`src/rtl/tc_pkg.sv`:
```
// Shared types for the timer output-compare stage.
// Channel mode encoding and its field width.
package tc_pkg;

  localparam int MODE_W = 2;

  typedef enum logic [MODE_W-1:0] {
    FROZEN = 2'b00,
    TOGGLE = 2'b01,
    PWM_HI = 2'b10,
    PWM_LO = 2'b11
  } tc_mode_t;

endpackage

```
`src/rtl/tc_compare_channel.sv`:
```
// One compare channel: preload, optional shadow, output and flag.
// TC_COMPARE_PRELOAD_EN adds the wrap-synchronised shadow register.
module tc_compare_channel
  import tc_pkg::*;
#(
  parameter int BITS_WIDTH = 32
) (
  input  logic                  clk,
  input  logic                  n_rst,
  input  logic                  tc_en,
  input  logic                  tc_rst,
  input  logic                  step,
`ifdef TC_COMPARE_PRELOAD_EN
  input  logic                  reload,
`endif
  input  logic [BITS_WIDTH-1:0] tcnt,
  input  logic [BITS_WIDTH-1:0] ccr_wdata,
  input  logic                  ccr_we,
  input  logic [MODE_W-1:0]     mode,
  input  logic                  flag_clr,
  output logic                  out,
  output logic                  flag
);

  tc_mode_t              mode_e;
  logic [BITS_WIDTH-1:0] preload;
  logic [BITS_WIDTH-1:0] preload_d;
  logic [BITS_WIDTH-1:0] cmp;
  logic                  match;
  logic                  below;
  logic                  out_d;
  logic                  flag_d;

  assign mode_e    = tc_mode_t'(mode);
  assign preload_d = ccr_we ? ccr_wdata : preload;

  // Preload captures every software write.
  always_ff @(posedge clk or negedge n_rst) begin
    if (!n_rst) preload <= '0;
    else        preload <= preload_d;
  end

`ifdef TC_COMPARE_PRELOAD_EN
  logic [BITS_WIDTH-1:0] shadow;

  // Shadow follows preload while stopped, else only at wrap.
  always_ff @(posedge clk or negedge n_rst) begin
    if (!n_rst)      shadow <= '0;
    else if (reload) shadow <= preload_d;
  end

  assign cmp = shadow;
`else
  assign cmp = preload;
`endif

  // step suppresses repeat matches while the prescaler holds tcnt.
  assign match = tc_en & ~tc_rst & step & (tcnt == cmp);
  assign below = tcnt < cmp;

  // Next output and flag from mode, counter reset and match.
  always_comb begin
    out_d  = out;
    flag_d = flag;
    if (tc_rst) begin
      out_d  = (mode_e == PWM_LO);
      flag_d = 1'b0;
    end else begin
      if (tc_en) begin
        unique case (mode_e)
          FROZEN: out_d = out;
          TOGGLE: out_d = out ^ match;
          PWM_HI: out_d = below;
          PWM_LO: out_d = ~below;
        endcase
      end
      if (match)         flag_d = 1'b1;
      else if (flag_clr) flag_d = 1'b0;
    end
  end

  // Registered channel output and sticky flag.
  always_ff @(posedge clk or negedge n_rst) begin
    if (!n_rst) begin
      out  <= 1'b0;
      flag <= 1'b0;
    end else begin
      out  <= out_d;
      flag <= flag_d;
    end
  end

endmodule

```
`src/rtl/tc_compare.sv`:
```
// Multi-channel output compare / PWM behind the timer time base.
// Define TC_COMPARE_PRELOAD_EN for double-buffered compare values.
module tc_compare
  import tc_pkg::*;
#(
  parameter int BITS_WIDTH = 32,
  parameter int CHANNELS   = 4
) (
  input  logic                  clk,
  input  logic                  n_rst,
  input  logic                  tc_en,
  input  logic                  tc_rst,
  input  logic [BITS_WIDTH-1:0] tcnt,
  input  logic [BITS_WIDTH-1:0] ccr_wdata,
  input  logic [CHANNELS-1:0]   ccr_we,
  input  logic [2*CHANNELS-1:0] ch_mode,
  input  logic [CHANNELS-1:0]   ch_irq_en,
  input  logic [CHANNELS-1:0]   flag_clr,
  output logic [CHANNELS-1:0]   ch_out,
  output logic [CHANNELS-1:0]   ch_flag,
  output logic                  cc_irq
);

  logic [BITS_WIDTH-1:0] tcnt_q;
  logic                  step;

  // Previous counter value, used for wrap and step detection.
  always_ff @(posedge clk or negedge n_rst) begin
    if (!n_rst)      tcnt_q <= '0;
    else if (tc_rst) tcnt_q <= '0;
    else if (tc_en)  tcnt_q <= tcnt;
  end

  assign step = tcnt != tcnt_q;

`ifdef TC_COMPARE_PRELOAD_EN
  logic wrap;
  logic reload;

  assign wrap   = tc_en & (tcnt < tcnt_q);
  assign reload = ~tc_en | tc_rst | wrap;
`endif

  for (genvar i = 0; i < CHANNELS; i++) begin : g_ch
    tc_compare_channel #(
      .BITS_WIDTH(BITS_WIDTH)
    ) u_ch (
      .clk      (clk),
      .n_rst    (n_rst),
      .tc_en    (tc_en),
      .tc_rst   (tc_rst),
      .step     (step),
`ifdef TC_COMPARE_PRELOAD_EN
      .reload   (reload),
`endif
      .tcnt     (tcnt),
      .ccr_wdata(ccr_wdata),
      .ccr_we   (ccr_we[i]),
      .mode     (ch_mode[MODE_W*i +: MODE_W]),
      .flag_clr (flag_clr[i]),
      .out      (ch_out[i]),
      .flag     (ch_flag[i])
    );
  end

  assign cc_irq = |(ch_flag & ch_irq_en);

endmodule

```
`config.mk`:
```
export PLATFORM = sky130hd
export DESIGN_NAME = tc_compare
export DESIGN_NICKNAME = d
export VERILOG_FILES = /design/src/rtl/tc_pkg.sv /design/src/rtl/tc_compare_channel.sv /design/src/rtl/tc_compare.sv
export SDC_FILE = /design/constraint.sdc
export NUM_CORES = 1
export LEC_CHECK = 0
export ABC_AREA = 0
export BUFFER_PORTS_ARGS = -buffer_cell sky130_fd_sc_hd__buf_2
export CELL_PAD_IN_SITES_DETAIL_PLACEMENT = 0
export CELL_PAD_IN_SITES_GLOBAL_PLACEMENT = 1
export CORE_MARGIN = 2
export CORE_UTILIZATION = 46
export DETAILED_ROUTE_END_ITERATION = 7
export PLACE_DENSITY_LB_ADDON = 0.1
export SETUP_SLACK_MARGIN = 0.3
export SYNTH_ARGS = -nofsm -noshare
export SYNTH_HDL_FRONTEND = slang
export SYNTH_HIERARCHICAL = 1
export SYNTH_SLANG_ARGS = --single-unit
export TNS_END_PERCENT = 100
```
`constraint.sdc`:
```
create_clock -name clk -period 2.09 [get_ports clk]
set_input_delay 0.209 -clock clk [delete_from_list [all_inputs] [get_ports clk]]
set_output_delay 0.209 -clock clk [all_outputs]
set_load 0.03 [all_outputs]
```
==> results.ini <==
[outcome]
status = finished with violations
violations = setup timing

[layout]
mostFrequentLayoutCells = nand2_1, dfrtp_1, o21ai_0
final_common_cell = nand2_1
antennaDiodeCount = 0
final_core_util_pct = 57.2
drive_gt1_share_pct = 20.1
n_fill_cell = 1918
area_delta_synth_final_pct = 21.2
fin_nets = 1460

[global_routing]
antenna_found_initial = 0
grt_start_max_net_pins = 52
grt_first_pass_wirelength_um = 41800
grt_pass1_vias = 7867
grt-ovfl-total = 0
grt_use_total_pct = 24.0

[yosys]
yosys_warnings = 6
yosys-top-cells-area = dfrtp_1, ha_1, o21ai_0, nand2_1, inv_1
syn_avg_cell_area_um2 = 9.06
synth_nets = 1321
synth_area_leader_cell = dfrtp_1
synth_top_area_share_pct = 42.0
netlist_instances = 1105
synth.yosys.seq_area_share_pct = 42.0
synth-seq-cells = 168
ys_types = 33
synth_area_um2 = 10000

[clocking]
numCtsBuffers = 17
clkLatencyLatePin_ns = 0.44
cts.clk_slew.worst_paths_ns = 0.07
cts.sinks = 168
cts.htree.levels = 4
root_buffer = clkbuf_16
cts_tree = yes
cts_max_path_buffers = 2

[route]
wl_met1_um = 12200
via_per_inst = 5.28
met3_length_um = 776
route.met2.wl_um = 12600
dr.pass1.iters = 7
drtIter0Drc = 424
routed_wirelength_um = 26100
dr_total_vias = 8091
drc = 0
top_layer = met4
final_antenna_net_count = 0
wl_per_cell_um = 17.1

[die]
die_h_um = 152
num_rows = 53
core_area_um2 = 21200
die_area_um2 = 23000
initial_core_util_pct = 47.2
pin_count = 97
die_x_um = 152

[setup_path]
critPathKind = reg2reg
crit_arrival_ns = 2.47
worstPathRequired_ns = 2.46
worst_setup_path_end_kind = flip-flop
cp-start-kind = flip-flop
worstPathMaxFanout = 4

[power]
total_power_mw = 8.67
p_leak_nw = 5.95
ir_drop_uv = 572
power_density_nw_per_um2 = 715

[placed_design]
place_hpwl_um = 20000
port_buffers = 96
place.gp.congestion = 0.814

[timing]
period_minus_slack_ns = 2.10
hold_viol_final = 0
rsz0062_at_grt = true
relSlewSlack_pct = 55.3
clock_skew_ns = 0.0126
slew_violations = 0
setup-violations-final = 2
fin_setup_tns_ns = -0.0150
fmax_mhz = 475
tightestPinTransition_ns = 0.671
finalCritPeriodShare_pct = 101
worst_slack_ns = -0.0147
hold-worst-slack_ns = 0.0135

[hold_path]
hold_class = in2reg

[run]
cap_violations = 0

-- cell type report --
cell class | count | area (µm²) | share of cell area (%)
clock buffers | 19 | 443 | 3.65
clock inverters | 13 | 159 | 1.31
inverters | 128 | 480 | 3.96
multi-input cells | 774 | 5500 | 45.3
flip-flops and latches | 168 | 4200 | 34.6
well taps | 275 | 344 | 2.83
repair buffers | 155 | 1010 | 8.32
-- synth_stat cells --
library cell	instances
a211oi_1	4
a21boi_1	4
a21o_1	4
a21oi_1	56
a221o_1	4
a22oi_1	6
and4_1	4
buf_2	1
buf_6	3
clkbuf_1	31
dfrtp_1	168
ha_1	128
inv_1	128
mux2_1	4
mux2i_1	32
nand2_1	170
nand3_1	24
nand4_1	32
nand4b_1	4
nor2_1	60
nor2b_1	8
nor3_1	8
nor3b_1	4
nor4_1	2
nor4_2	8
o211ai_1	8
o21a_2	4
o21ai_0	136
o21ai_1	12
o31a_1	4
o32ai_2	4
or2_2	8
xnor2_1	32
-- registers in the layout, indices dropped and copies added, names as in the netlist --
register / count
g_ch.u_ch/out: 4
g_ch.u_ch/cmp: 128
tcnt_q: 32
g_ch.u_ch/flag: 4
-- cell families after synthesis --
group,Yosys count,share of synthesized area (%)
compound gates,246,13.9
xor+xnor,32,2.80
fa+ha+maj,128,16.0
buf+inv,163,6.35
flops,168,42.0
mux,36,3.65
simple gates,332,15.3
-- critical path, stage by stage (launching register included) --
cell and delay (ns):
dfrtp_1 0.41, xnor2_2 0.31, nand4_1 0.15, nor4_2 0.27, nand2_2 0.19, nand3_2 0.13, nor2_4 0.04, and4_1 0.18
nor3_2 0.13, o32ai_2 0.10, nor2_1 0.13
-- per-stage QoR --
stage / instances / worst slack (ns) / instance area (µm²)
global placement: 1493 / -0.217 / 11200
global route: 1532 / -0.118 / 12100
floorplan: 1105 / 0.301 / 10100
CTS: 1531 / 0.0502 / 12100
finish: 1532 / -0.0147 / 12100
detailed placement: 1493 / -0.231 / 11200
-- routing by layer --
layer	GRT usage, %	up-vias
li1	-	4068
met1	32.2	3850
met2	40.2	140
met3	3.83	33
met4	7.27	0
met5	0	-
-- where the power goes --
group | leakage, nW | switching (mW) | total (mW) | internal, mW
Sequential | 2.09 | 0.0949 | 3.61 | 3.51
Clock | 0.289 | 1.43 | 3.26 | 1.83
Combinational | 3.58 | 1.08 | 1.80 | 0.721
-- timing repair --
action / in CTS / in global routing
pin swaps: 37 / 19
endpoints found under the hold margin: 33 / 0
hold buffers: 2 / 0
resized for setup: 31 / 13
setup buffers: 4 / 1
setup endpoints to repair: 8 / 8
-- path summary, 6_finish.rpt --
kind / slack [ns] / endpoint / cells after the start / from
min in group asynchronous: 0.24 / g_ch[0].u_ch/cmp[28] / 2 / n_rst
worst min register to register: 0.49 / g_ch[2].u_ch/cmp[0] / 1 / g_ch[2].u_ch/cmp[0]
worst max-delay path: -0.01 / g_ch[3].u_ch/out / 10 / tcnt_q[18]
worst min-delay path: 0.01 / g_ch[1].u_ch/flag / 4 / flag_clr[1]
max in group asynchronous: 1.18 / tcnt_q[9] / 3 / n_rst
worst max register to register: -0.01 / g_ch[3].u_ch/out / 10 / tcnt_q[18]
No activity file was read; power rests on OpenSTA's default activity.
